**config.mk**
```make
export PLATFORM = sky130hd
export DESIGN_NAME = audio_sample_fifo
export DESIGN_NICKNAME = d
export VERILOG_FILES = /design/src/rtl/audio_pkg.sv /design/src/rtl/sample_ram.sv /design/src/rtl/audio_sample_fifo.sv
export SDC_FILE = /design/constraint.sdc
export NUM_CORES = 1
export LEC_CHECK = 0
export CORE_ASPECT_RATIO = 1.5
export CORE_MARGIN = 2
export CORE_UTILIZATION = 32
export CTS_CLUSTER_SIZE = 30
export DETAILED_ROUTE_END_ITERATION = 6
export PLACE_DENSITY_LB_ADDON = 0.15
export SKIP_LAST_GASP = 1
export SYNTH_ARGS = -nofsm -noshare
export SYNTH_HDL_FRONTEND = slang
export SYNTH_HIERARCHICAL = 1
export SYNTH_SLANG_ARGS = --single-unit
```
**constraint.sdc**
```tcl
create_clock -name clk -period 5.9 [get_ports clk]
set_input_delay 0.59 -clock clk [delete_from_list [all_inputs] [get_ports clk]]
set_output_delay 0.59 -clock clk [all_outputs]
set_load 0.01 [all_outputs]
```
**src/rtl/audio_pkg.sv**
```systemverilog
// Shared audio sample types: default channel width and the stereo pair payload.
package audio_pkg;

    localparam int unsigned SAMPLE_W    = 24;
    localparam int unsigned PAIR_FIELDS = 2;

    typedef struct packed {
        logic [SAMPLE_W-1:0] left;
        logic [SAMPLE_W-1:0] right;
    } stereo_t;

endpackage

```
**src/rtl/sample_ram.sv**
```systemverilog
// Pair storage: synchronous write port, asynchronous read port.
module sample_ram #(
    parameter int unsigned DEPTH  = 8,
    parameter int unsigned DATA_W = 48
) (
    input  logic                     clk,
    input  logic                     we,
    input  logic [$clog2(DEPTH)-1:0] waddr,
    input  logic [DATA_W-1:0]        wdata,
    input  logic [$clog2(DEPTH)-1:0] raddr,
    output logic [DATA_W-1:0]        rdata
);

    logic [DATA_W-1:0] mem [DEPTH];

    // Write the incoming pair on the clock edge.
    always_ff @(posedge clk) begin
        if (we) begin
            mem[waddr] <= wdata;
        end
    end

    // Head read is combinational so the FIFO can fall through.
    assign rdata = mem[raddr];

endmodule

```
**src/rtl/audio_sample_fifo.sv**
```systemverilog
// First-word-fall-through FIFO of stereo sample pairs between filter and codec.
module audio_sample_fifo #(
    parameter int unsigned DEPTH    = 8,
    parameter int unsigned SAMPLE_W = 24
) (
    input  logic                       clk,
    input  logic                       rst,
    input  logic                       in_valid,
    input  logic [SAMPLE_W-1:0]        in_left,
    input  logic [SAMPLE_W-1:0]        in_right,
    output logic                       in_ready,
    output logic                       out_valid,
    input  logic                       out_ready,
    output logic [SAMPLE_W-1:0]        out_left,
    output logic [SAMPLE_W-1:0]        out_right,
    output logic [$clog2(DEPTH):0]     count,
    output logic                       full,
    output logic                       empty,
    output logic                       overflow,
    input  logic                       clr_ovf
);

    localparam int unsigned AW     = $clog2(DEPTH);
    localparam int unsigned CW     = AW + 1;
    localparam int unsigned DATA_W = audio_pkg::PAIR_FIELDS * SAMPLE_W;

    logic [AW-1:0]     wr_ptr;
    logic [AW-1:0]     rd_ptr;
    logic [DATA_W-1:0] head;
    logic              push;
    logic              pop;
    logic              drop;

    // Flags decode straight from the stored count.
    assign full      = (count == CW'(DEPTH));
    assign empty     = (count == CW'(0));
    assign in_ready  = !full;
    assign out_valid = !empty;

    assign push = in_valid && !full;
    assign pop  = out_ready && !empty;
    assign drop = in_valid && full;

    sample_ram #(
        .DEPTH  (DEPTH),
        .DATA_W (DATA_W)
    ) u_ram (
        .clk   (clk),
        .we    (push && !rst),
        .waddr (wr_ptr),
        .wdata ({in_left, in_right}),
        .raddr (rd_ptr),
        .rdata (head)
    );

    // Head pair is shown only while valid; zero otherwise.
    assign out_left  = empty ? '0 : head[DATA_W-1:SAMPLE_W];
    assign out_right = empty ? '0 : head[SAMPLE_W-1:0];

    // Pointer, occupancy and sticky overflow state; reset dominates everything.
    always_ff @(posedge clk) begin
        if (rst) begin
            wr_ptr   <= '0;
            rd_ptr   <= '0;
            count    <= '0;
            overflow <= 1'b0;
        end else begin
            if (push) begin
                wr_ptr <= wr_ptr + AW'(1);
            end
            if (pop) begin
                rd_ptr <= rd_ptr + AW'(1);
            end
            case ({push, pop})
                2'b10:   count <= count + CW'(1);
                2'b01:   count <= count - CW'(1);
                default: count <= count;
            endcase
            if (drop) begin
                overflow <= 1'b1;
            end else if (clr_ovf) begin
                overflow <= 1'b0;
            end
        end
    end

endmodule

```
# == After elaboration in Yosys (flattened, before gate mapping) ==
# Memory sizes are Yosys's and may differ from the RTL's. A register that Yosys moved wholly into a read port is not among the register bits.
# Index checks and enable logic that the tools add are counted.
# totals
ff_bits,11
mem_bits_rw,384
inputBits,53
wordCells,31
mem_count,1
# op_classes
add_sub_neg,4
eq_ne,3
mux,9
reduce_logical,10
# mem_list
name,depth,word_bits,read_ports,rd_ports_with_merged_regs,wr,line_no,text
u_ram.mem,8,48,1,1,1,sample_ram.sv:14,logic [DATA_W-1:0] mem [DEPTH];
# op_table
operator,count
two-way mux 24 bit,2
case mux 4 bit (2 select lines),1
adder 3 x 1 -> 3 bit (second input constant),2
two-way mux 3 bit,2
adder 4 x 1 -> 4 bit (second input constant),1
equality test 4 bit (second input constant),1
logical AND 1 bit,4
zero test 4 bit,1
two-way mux 1 bit,4
nonzero test 2 bit,2
subtractor 4 x 1 -> 4 bit (second input constant),1
zero test 1 bit,3
equality test 2 x 1 -> 1 bit (second input constant),1
equality test 2 bit (second input constant),1

# == Longest topological paths before layout ==
# Gate-level depths: netlist of run 1.
# logic_depth
depth_word,6
depth_mapped,11

# == Cells and area by module ==
# The synthesis of run 1 kept the hierarchy.
# modules_own_cells
module,instances,cells_each,area_per_inst_um2,seq_area_each_um2
sample_ram,1,568,14659.1,11531.1
audio_sample_fifo,1,118,905.9,220.2

# == Least setup slack after synthesis of run 1 ==
# Ideal clock, no wire load.
# synth_path
kind,reg-to-reg
startpoint,register count[1]
endpoint,memory u_ram.mem[0][0] (enable)
setup_time_ps,513
t_arrival_ps,4516
required_ps,5387
path_slack_ps,871
path_stages_with_launch,7
synth_period_minus_slack_ps,5029
cell_sequence,dfxtp_1 or4b_1 clkbuf_1 nand2_1 nor2_1 nand2b_1 nor3_1
# synth_via
elab_chain_len,6
# synth_lines
element,line_no,text
from (decl),audio_sample_fifo.sv:16,"output logic [$clog2(DEPTH):0] count,"
from (signal assigned),audio_sample_fifo.sv:75,2'b10: count <= count + CW'(1);
from (signal assigned),audio_sample_fifo.sv:76,2'b01: count <= count - CW'(1);
from (signal assigned),audio_sample_fifo.sv:77,default: count <= count;
equality test 4 bit,audio_sample_fifo.sv:35,assign full = (count == CW'(DEPTH));
zero test 1 bit,n/a,
net in_ready,audio_sample_fifo.sv:11,"output logic in_ready,"
logical AND 1 bit,audio_sample_fifo.sv:40,assign push = in_valid && !full;
logical AND 1 bit,audio_sample_fifo.sv:49,".we (push && !rst),"
two-way mux 1 bit,sample_ram.sv:18,if (we) begin
two-way mux 1 bit (not written as such),sample_ram.sv:19,mem[waddr] <= wdata;
to (decl),sample_ram.sv:14,
# The timed path passes the listed nets, and every way through them passes these cells.

==> flow_metrics.tcl, run 1 <==
set metrics [dict create \
    status "complete, no violations" \
    pwr_density_cell_nw_per_um2 419 \
    r2r_cells 6 \
    globalRoute.totalOverflow 0 \
    reg2reg_from "count[0]" \
    post_synthesis_sequential_element_count 395 \
    synth_simple_gate_area_share_pct 3.18 \
    timing.rr.end "u_ram/mem[5][28]" \
    ys_types 32 \
    drt-total-wl_mm 34.7 \
    cap_viol_max_count 0 \
    synthMuxAreaShare_pct 18.6 \
    clock_sink_count 395 \
    worst-endpoint-arrival_ns 3.58 \
    design.die.area_um2 50500 \
    synth_adder_area_share_pct 0.402 \
    start_kind "flop" \
    grt_pass1_vias 7842 \
    tritoncts.num_buffers 37 \
    syn_avg_cell_area_um2 22.7 \
    area_growth_syn_to_layout_pct 19.6 \
    fin_total_pwr_mw 7.79 \
    route.vias.total 7025 \
    post_synth_instance_area_um2 15600 \
    ir_drop_mv 0.248 \
    setup_viol 0 \
    synth_xor_area_share_pct 0.394 \
    synthArstFlopShare_pct 0 \
    syn-instance-count 686 \
    clock_tree.buffer_depth 3 \
    avgRoutedWirePerCell_um 24.0 \
    synth_top_family_by_area "multiplexers" \
    synth_ff_type "edfxtp_1" \
    setup_repair_after_global_routing_missed_its_margin "no" \
    timing.fmax_mhz 240 \
    yosysSeqAreaShare_pct 75.5 \
    remaining_drc_errors 0 \
    final_layout_size_suffix_gt1_share_pct 26.8 \
    worst_pin_slew_ns 1.12 \
    finalSetupTns_ns 0 \
    timing.critical_path.required_ns 5.31 \
    grt_antenna_before_repair 2 \
    hp-class "reg -> reg" \
    grt.total_usage_pct 13.9 \
    post-synth-top-count-cell "edfxtp_1" \
    synth_top_cell_by_area "edfxtp_1" \
    largest_net_degree_at_the_start_of_global_routing 69 \
    commonest_cells_post_synth "edfxtp_1 (384), mux4_2 (93), and2_1 (48), mux2_4 (40)" \
    worst_skew_ns 0.0172 \
    min_delay_worst_endpoint "wr_ptr[2]" \
    synth-warning-count 6 \
    detailedRoute.firstPassIterationCount 4 \
    synthesized_area_fraction_occupied_by_ao_oa_aoi_and_oai_cells_pct 0.281 \
    whs_ns 0.570 \
    drt_first_iter_violations 457 \
    hp-start "wr_ptr[2]" \
    tritoncts_clock_tree "yes" \
    synth_area_leaders "edfxtp_1 (74%), mux4_2 (13%), mux2_4 (3.9%)" \
    num-fill-cells 4365 \
    cts-htree-levels 2 \
    buffers_on_ports 109 \
    clk_pin_slew_worst_paths_ns 0.07 \
    floorplan.initialDensity_pct 32.2 \
    detail-route-antenna-nets 0 \
    clk_root_buffer_cell "clkbuf_16" \
    synth_largest_type_area_fraction_pct 74.1 \
    post_layout_nonfiller_instances 1447 \
    slack_of_the_worst_reg_to_reg_path_ns 2.73 \
    floorplan.rows 99 \
    dp_hpwl_mm 19.6 \
    critical_path.endpoint_type "primary output" \
    timing.max_slew.rel_slack_pct 24.8 \
    finalHoldViolCount 0 \
    wire_length_of_the_first_global_routing_pass_mm 50.4 \
    critical_path_class "reg -> out" \
    viasPerCell 4.85 \
    final_max_slew_viol_count 0 \
    leakage_nw 5.79 \
    critical_path.max_fanout 58 \
    final.min_clock_period_ns 4.17 \
    timing.critical_path.from "rd_ptr[0]" \
    worstHoldPathCells 2 \
    gpl.final_weighted_congestion 0.676 \
    fin_nets 874 \
    synth-edff-count 384 \
    io-pin-count 110 \
    chipHeight_um 274 \
    final.period_utilization_pct 70.7 \
    post_cts_resized 0 \
    cts_setup_buffers 0 \
    worstSkewPairLatency_ns 0.53 \
    die_w_um 184 \
    cts_hold_buf 0 \
    coreArea_um2 48300 \
    synthesis.nets 744 \
    antennaDiodeCount 0 \
    dp_cells 1383 \
]
[where the power goes]
group | switching (mW) | internal (mW)
Sequential | 0.154 | 3.19
Combinational | 0.852 | 1.18
Clock | 0.988 | 1.43
[state kept, by name, indices dropped and copies added (netlist names)]
name	cells
count	4
overflow	1
rd_ptr	3
u_ram/mem	384
wr_ptr	3
[final cells by class]
class                           count  area, um^2  share of cell area (%)
Sequential cell                   395       11800                    63.2
Multi-Input combinational cell    253        3610                    19.4
Timing Repair Buffer              127        1240                    6.66
Clock buffer                       45         998                    5.37
Tap cell                          606         758                    4.07
Clock inverter                     19         229                    1.23
Inverter                            2        7.51                  0.0403
[per-stage QoR]
stage | area (um^2) | setup WS (ns) | utilization (%)
after floorplan | 15600 | 0.871 | -
after global placement | 17400 | 2.24 | 36.0
after detailed placement | 17400 | 2.21 | 36.0
after CTS | 18600 | 1.61 | 38.5
after global routing | 18600 | 1.49 | 38.5
final | 18600 | 1.73 | 38.5
[cells in the final DEF (no fill, tap or decap), types with 3 or more instances in the layout]
master and count:
dfxtp_1 8, mux4_1 3, nand2_1 4, mux4_2 93
clkinv_2 3, nand3_1 3, xor2_1 6, mux2_2 9
bufinv_16 5, edfxtp_1 384, clkbuf_1 6, clkdlybuf4s50_1 109
a21oi_1 6, ha_1 5, nor2_1 10, dfxtp_4 3
nor2_4 6, clkinv_1 6, buf_4 17, nand2b_1 4
mux2_4 40, and2_1 48, clkbuf_16 39
[cells by family after synthesis]
kind of cell / after synthesis
DFF: 395
muxes: 147
and+or+nand+nor: 86
buffers and inverters: 38
AOI/OAI and AO/OA: 8
xor gates and xnor gates: 7
adders and majority gates: 5
[worst max path at each step]
stage | endpoint | cells after the start
final | out_right[6] | 5
after global routing | out_left[7] | 5
after CTS | out_right[6] | 5
after detailed placement | out_right[6] | 5
after global placement | out_right[6] | 5
after floorplan | u_ram/mem[0][0] | 6
[worst max-delay path, stage by stage (launching register included)]
cell	delay, ns
dfxtp_4	0.90
buf_12	0.49
mux4_2	0.58
mux2_2	0.28
and2_1	0.19
clkdlybuf4s50_1	0.51
[per-layer routing]
metal	share of wire (%)	GRT usage (%)
met1	39	15.6
met2	55	26.5
met3	3.4	2.23
met4	2.4	4.61
met5	0.081	0
(Power assumes the default switching activity.)
==> inputs of run 2 (changes only) <==
clock period = 4.3 ns   (was 5.9 ns; I/O delays follow)
==> run 2 against run 1 <==
Against the previous run:
- utilization is 0.17 points higher
- clock power is 32% higher
- critical endpoint is now out_right[11]
- register-to-register slack worse by 1.5 ns
- flip-flop and latch count stayed put
==> flow_metrics.tcl, run 2 (synthesis gave the netlist of run 1 again) <==
set metrics [dict create \
    pwr_density_cell_nw_per_um2 566 \
    setup_repair_after_global_routing_missed_its_margin "no" \
    io-pin-count 110 \
    floorplan.initialDensity_pct 32.2 \
    worstSkewPairLatency_ns 0.53 \
    final.period_utilization_pct 81.9 \
    layout.core_utilization_pct 38.7 \
    clock_sink_count 395 \
    grt_pass1_vias 7708 \
    buffers_on_ports 109 \
    detail-route-antenna-nets 0 \
    cap_viol_max_count 0 \
    cts_setup_buffers 0 \
    detailedRoute.firstPassIterationCount 4 \
    viasPerCell 4.88 \
    post_cts_resized 0 \
    critical_path.slowest_cell "dfxtp_4" \
    worst_pin_slew_ns 0.857 \
    layout.cells.most_common "edfxtp_1" \
    hp-class "reg -> reg" \
    ir_drop_mv 0.270 \
    timing.fmax_mhz 284 \
    cpPeakStageDelay_ns 0.86 \
    worst_skew_ns 0.0231 \
    fin_nets 881 \
    cts-htree-levels 2 \
    start_kind "flop" \
    clk_root_buffer_cell "clkbuf_16" \
    tritoncts.num_buffers 38 \
    register_with_the_most_flip_flops "u_ram/mem" \
    path_buf_inv 2 \
    area_growth_syn_to_layout_pct 20.1 \
    worst-endpoint-arrival_ns 3.09 \
    status "complete, no violations" \
    design.die.area_um2 50500 \
    timing.critical_path.required_ns 3.87 \
    clk_pin_slew_worst_paths_ns 0.06 \
    gpl.final_weighted_congestion 0.699 \
    antennaDiodeCount 0 \
    setup_viol 0 \
    grt_antenna_before_repair 2 \
    remaining_drc_errors 0 \
    critical_path_class "reg -> out" \
    finalHoldViolCount 0 \
    critical-path-top-delay-family "buffers and inverters" \
    finalSetupTns_ns 0 \
    critical_path.max_fanout 47 \
    num-fill-cells 4356 \
    floorplan.rows 99 \
    final_layout_size_suffix_gt1_share_pct 26.8 \
    clock_tree.buffer_depth 3 \
    drt_first_iter_violations 434 \
    timing.max_slew.rel_slack_pct 42.8 \
    die_w_um 184 \
    tritoncts_clock_tree "yes" \
    final.min_clock_period_ns 3.52 \
    chipHeight_um 274 \
    top_regs "u_ram/mem (384), count (4)" \
    drt-total-wl_mm 34.1 \
    whs_ns 0.560 \
    wire_length_of_the_first_global_routing_pass_mm 50.2 \
    route.vias.total 7109 \
    cts_hold_buf 0 \
    largest_register_ff_count 384 \
    critical_path.cell_chain "buf_4 -> mux4_2 -> mux2_4 -> and2_1 -> clkdlybuf4s50_1" \
    leakage_nw 5.81 \
    largest_net_degree_at_the_start_of_global_routing 53 \
    final_max_slew_viol_count 0 \
    globalRoute.totalOverflow 0 \
    coreArea_um2 48300 \
    critical_path.endpoint_type "primary output" \
    dp_hpwl_mm 19.1 \
    most-common-layout-cells "edfxtp_1 (384), clkdlybuf4s50_1 (109), mux4_2 (93)" \
    avgRoutedWirePerCell_um 23.4 \
    grt.total_usage_pct 13.7 \
]
==> run 2: worst register-to-register path, cell delays in order (launching register included) <==
cell	delay, ns
dfxtp_1	0.38
or4_2	0.69
buf_4	0.37
and2_4	0.30
ha_1	0.25
xor2_1	0.17
ha_1	0.18
a21oi_1	0.14
xor2_1	0.09
or3_1	0.32
a21oi_1	0.14
==> run 2: final timing paths <==
| check | start | depth (start not counted) | to | slack (ns) |
|---|---|---|---|---|
| max | rd_ptr[2] | 5 | out_right[11] | 0.78 |
| max reg2reg | count[1] | 10 | count[2] | 1.19 |
| min | wr_ptr[2] | 2 | wr_ptr[2] | 0.56 |
| min reg2reg | wr_ptr[2] | 2 | wr_ptr[2] | 0.56 |
==> run 2: area by class of cell <==
| class | instances | area (um^2) | area share (%) |
|---|---|---|---|
| inverters | 2 | 7.51 | 0.0402 |
| flip-flops and latches | 395 | 11800 | 62.9 |
| clock buffers | 50 | 1030 | 5.50 |
| repair buffers | 133 | 1370 | 7.34 |
| multi-input cells | 253 | 3630 | 19.4 |
| well taps | 606 | 758 | 4.06 |
| clock inverters | 17 | 139 | 0.743 |
==> run 2: routing by layer <==
metal	wire length [um]	track usage (%)	up-vias
li1	-	-	3097
met1	13800	16.6	3815
met2	18200	25.1	150
met3	1390	2.34	45
met4	711	3.98	2
met5	10	0	-
==> run 2: power breakdown <==
group	switching [mW]	total [mW]	internal (mW)
Combinational	1.23	2.88	1.65
Clock	1.36	3.17	1.81
Sequential	0.157	4.54	4.38
==> run 2: through the flow <==
stage	setup WS (ns)	cells	total power [mW]	instance area (um^2)
5_1_grt	0.591	1456	11.1	18700
2_1_floorplan	0.559	686	6.40	15600
4_1_cts	0.672	1456	10.8	18700
3_3_place_gp	1.20	1389	7.54	17500
3_5_place_dp	1.20	1389	7.57	17500
6_report	0.777	1456	10.6	18700
==> inputs of run 3 (changes only) <==
clock period = 3.3 ns   (was 4.3 ns; I/O delays follow)
==> run 3 against run 2 <==
Against the previous run:
- sequential share of layout area down 0.62 points
- flip-flop and latch count unchanged
- cell count increased by 0.69%
- combinational power up 40%
- die area is the same
- clock skew is 0.0015 ns higher
- design area up 1.0%
- hold slack got worse by 0.093 ns
- global-route usage increased by 0.063 points
- clock power rose by 31%
- via count grew 0.53%
- highest routed layer unchanged
==> flow_metrics.tcl, run 3 (synthesis gave the netlist of run 1 again) <==
set metrics [dict create \
    avgRoutedWirePerCell_um 23.4 \
    register_with_the_most_flip_flops "u_ram/mem" \
    timing.rr.end "count[2]" \
    globalRoute.totalOverflow 0 \
    internal_power_mw 10.4 \
    clock_sink_count 395 \
    floorplan.rows 99 \
    grt.total_usage_pct 13.8 \
    seq_power_share_pct 41.6 \
    timing.fmax_mhz 326 \
    coreArea_um2 48300 \
    chipHeight_um 274 \
    fin_nets 889 \
    layout.core_utilization_pct 39.1 \
    clock_tree.buffer_depth 3 \
    r2r_cells 9 \
    final.period_utilization_pct 93.1 \
    worst_skew_ns 0.0246 \
    worst-endpoint-arrival_ns 2.74 \
    critical_path.max_fanout 22 \
    io-pin-count 110 \
    clk_pin_slew_worst_paths_ns 0.07 \
    critical_path.cell_chain "buf_4 -> mux4_2 -> mux2_2 -> and2_1 -> clkdlybuf4s50_1" \
    worst_pin_slew_ns 0.449 \
    route.vias.total 7147 \
    cpPeakStageDelay_ns 0.58 \
    die_w_um 184 \
    drt_first_iter_violations 465 \
    tritoncts.num_buffers 38 \
    worstHoldPathCells 4 \
    detail-route-antenna-nets 0 \
    cap_viol_max_count 0 \
    layout.cells.most_common "edfxtp_1" \
    most-common-layout-cells "edfxtp_1 (384), clkdlybuf4s50_1 (109), mux4_2 (93)" \
    dp_hpwl_mm 19.1 \
    floorplan.initialDensity_pct 32.2 \
    slack_of_the_worst_reg_to_reg_path_ns 0.56 \
    critical_path.slowest_cell "dfxtp_4" \
    final_layout_size_suffix_gt1_share_pct 28.1 \
    hp-start "clr_ovf" \
    min_delay_worst_endpoint "overflow" \
    pwr_density_cell_nw_per_um2 742 \
    reg2reg_from "count[1]" \
    combinationalPowerShare_pct 28.7 \
    largest_net_degree_at_the_start_of_global_routing 49 \
    worstSkewPairLatency_ns 0.54 \
    start_kind "flop" \
    finalHoldViolCount 0 \
    netSwitchingPower_mw 3.61 \
    share_clk_of_total_power_pct 29.7 \
    swShare_pct 25.7 \
    tritoncts_clock_tree "yes" \
    timing.max_slew.rel_slack_pct 70.1 \
    final.min_clock_period_ns 3.07 \
    drt-total-wl_mm 34.2 \
    fin_total_pwr_mw 14.0 \
    design.die.area_um2 50500 \
    viasPerCell 4.88 \
    timing.critical_path.required_ns 2.97 \
    post_layout_nonfiller_instances 1466 \
    grt_antenna_before_repair 2 \
    status "complete, no violations" \
    gpl.final_weighted_congestion 0.693 \
    detailedRoute.firstPassIterationCount 4 \
    hp-class "in -> reg" \
    dp_cells 1393 \
    finalSetupTns_ns 0 \
    wire_length_of_the_first_global_routing_pass_mm 50.1 \
    critical_path_class "reg -> out" \
    top_regs "u_ram/mem (384), count (4)" \
    largest_register_ff_count 384 \
    ir_drop_mv 0.352 \
    grt_pass1_vias 7886 \
    leakage_nw 5.90 \
    setup_repair_after_global_routing_missed_its_margin "no" \
    area_growth_syn_to_layout_pct 21.3 \
    setup_viol 0 \
    critical_path.endpoint_type "primary output" \
    remaining_drc_errors 0 \
    clk_root_buffer_cell "clkbuf_16" \
    cts-htree-levels 2 \
    final_design_area_no_fill_um2 18900 \
    critical-path-top-delay-family "buffers and inverters" \
    post_place_instance_area_um2 17600 \
    post_cts_resized 0 \
    buffers_on_ports 109 \
    final_max_slew_viol_count 0 \
    path_buf_inv 2 \
]
==> run 3: how the worst max path moves through the flow <==
stage,from,to,slack (ns),depth (start not counted)
detailed placement,rd_ptr[0],out_right[6],0.55,5
finish,rd_ptr[2],out_right[0],0.23,5
floorplan,count[1],u_ram/mem[1][0],-0.44,6
CTS,rd_ptr[2],out_right[6],0.15,5
global placement,rd_ptr[0],out_right[6],0.59,5
global route,rd_ptr[2],out_right[0],0.11,5
==> run 3: metal layers <==
metal	GRT usage, %	wire, um
met3	2.51	1510
met2	25.0	18100
met5	0	25
met1	16.6	13900
met4	4.23	755
==> run 3: power by group through the flow <==
| stage | clock network (mW) | registers (mW) | logic [mW] |
|---|---|---|---|
| 2_1_floorplan | 0 | 5.88 | 2.45 |
| 3_3_place_gp | 0 | 5.98 | 3.94 |
| 3_5_place_dp | 0 | 6.00 | 3.98 |
| 4_1_cts | 4.31 | 5.83 | 4.15 |
| 5_1_grt | 4.48 | 5.84 | 4.34 |
| 6_report | 4.16 | 5.82 | 4.02 |
==> run 3: worst register-to-register path, stage by stage, from the launching register on <==
cell and delay, ns:
dfxtp_1 0.39, or4_2 0.75, and2_4 0.23, ha_1 0.25, xor2_1 0.17, ha_1 0.19, a21oi_1 0.15, xor2_1 0.10
or3_1 0.31, a21oi_1 0.14
==> run 3: layout make-up <==
type	count	area, um^2
Tap cell	606	758
Clock buffer	50	1050
Inverter	2	7.51
Antenna cell	1	2.50
Multi-Input combinational cell	253	3630
Sequential cell	395	11800
Fill cell	4287	29400
Timing Repair Buffer	141	1530
Clock inverter	18	143
==> run 3: repair_timing <==
| action | CTS | global route |
|---|---|---|
| endpoints found under the setup margin | 4 | 0 |
| hold buffers | 0 | 0 |
| buffers inserted | 4 | 0 |
==> run 3: stage by stage <==
step                worst slack [ns]  hold slack, ns
floorplan                     -0.441           0.399
global placement               0.590           0.523
detailed placement             0.551           0.561
CTS                            0.148           0.446
global route                   0.106           0.525
finish                         0.228           0.466
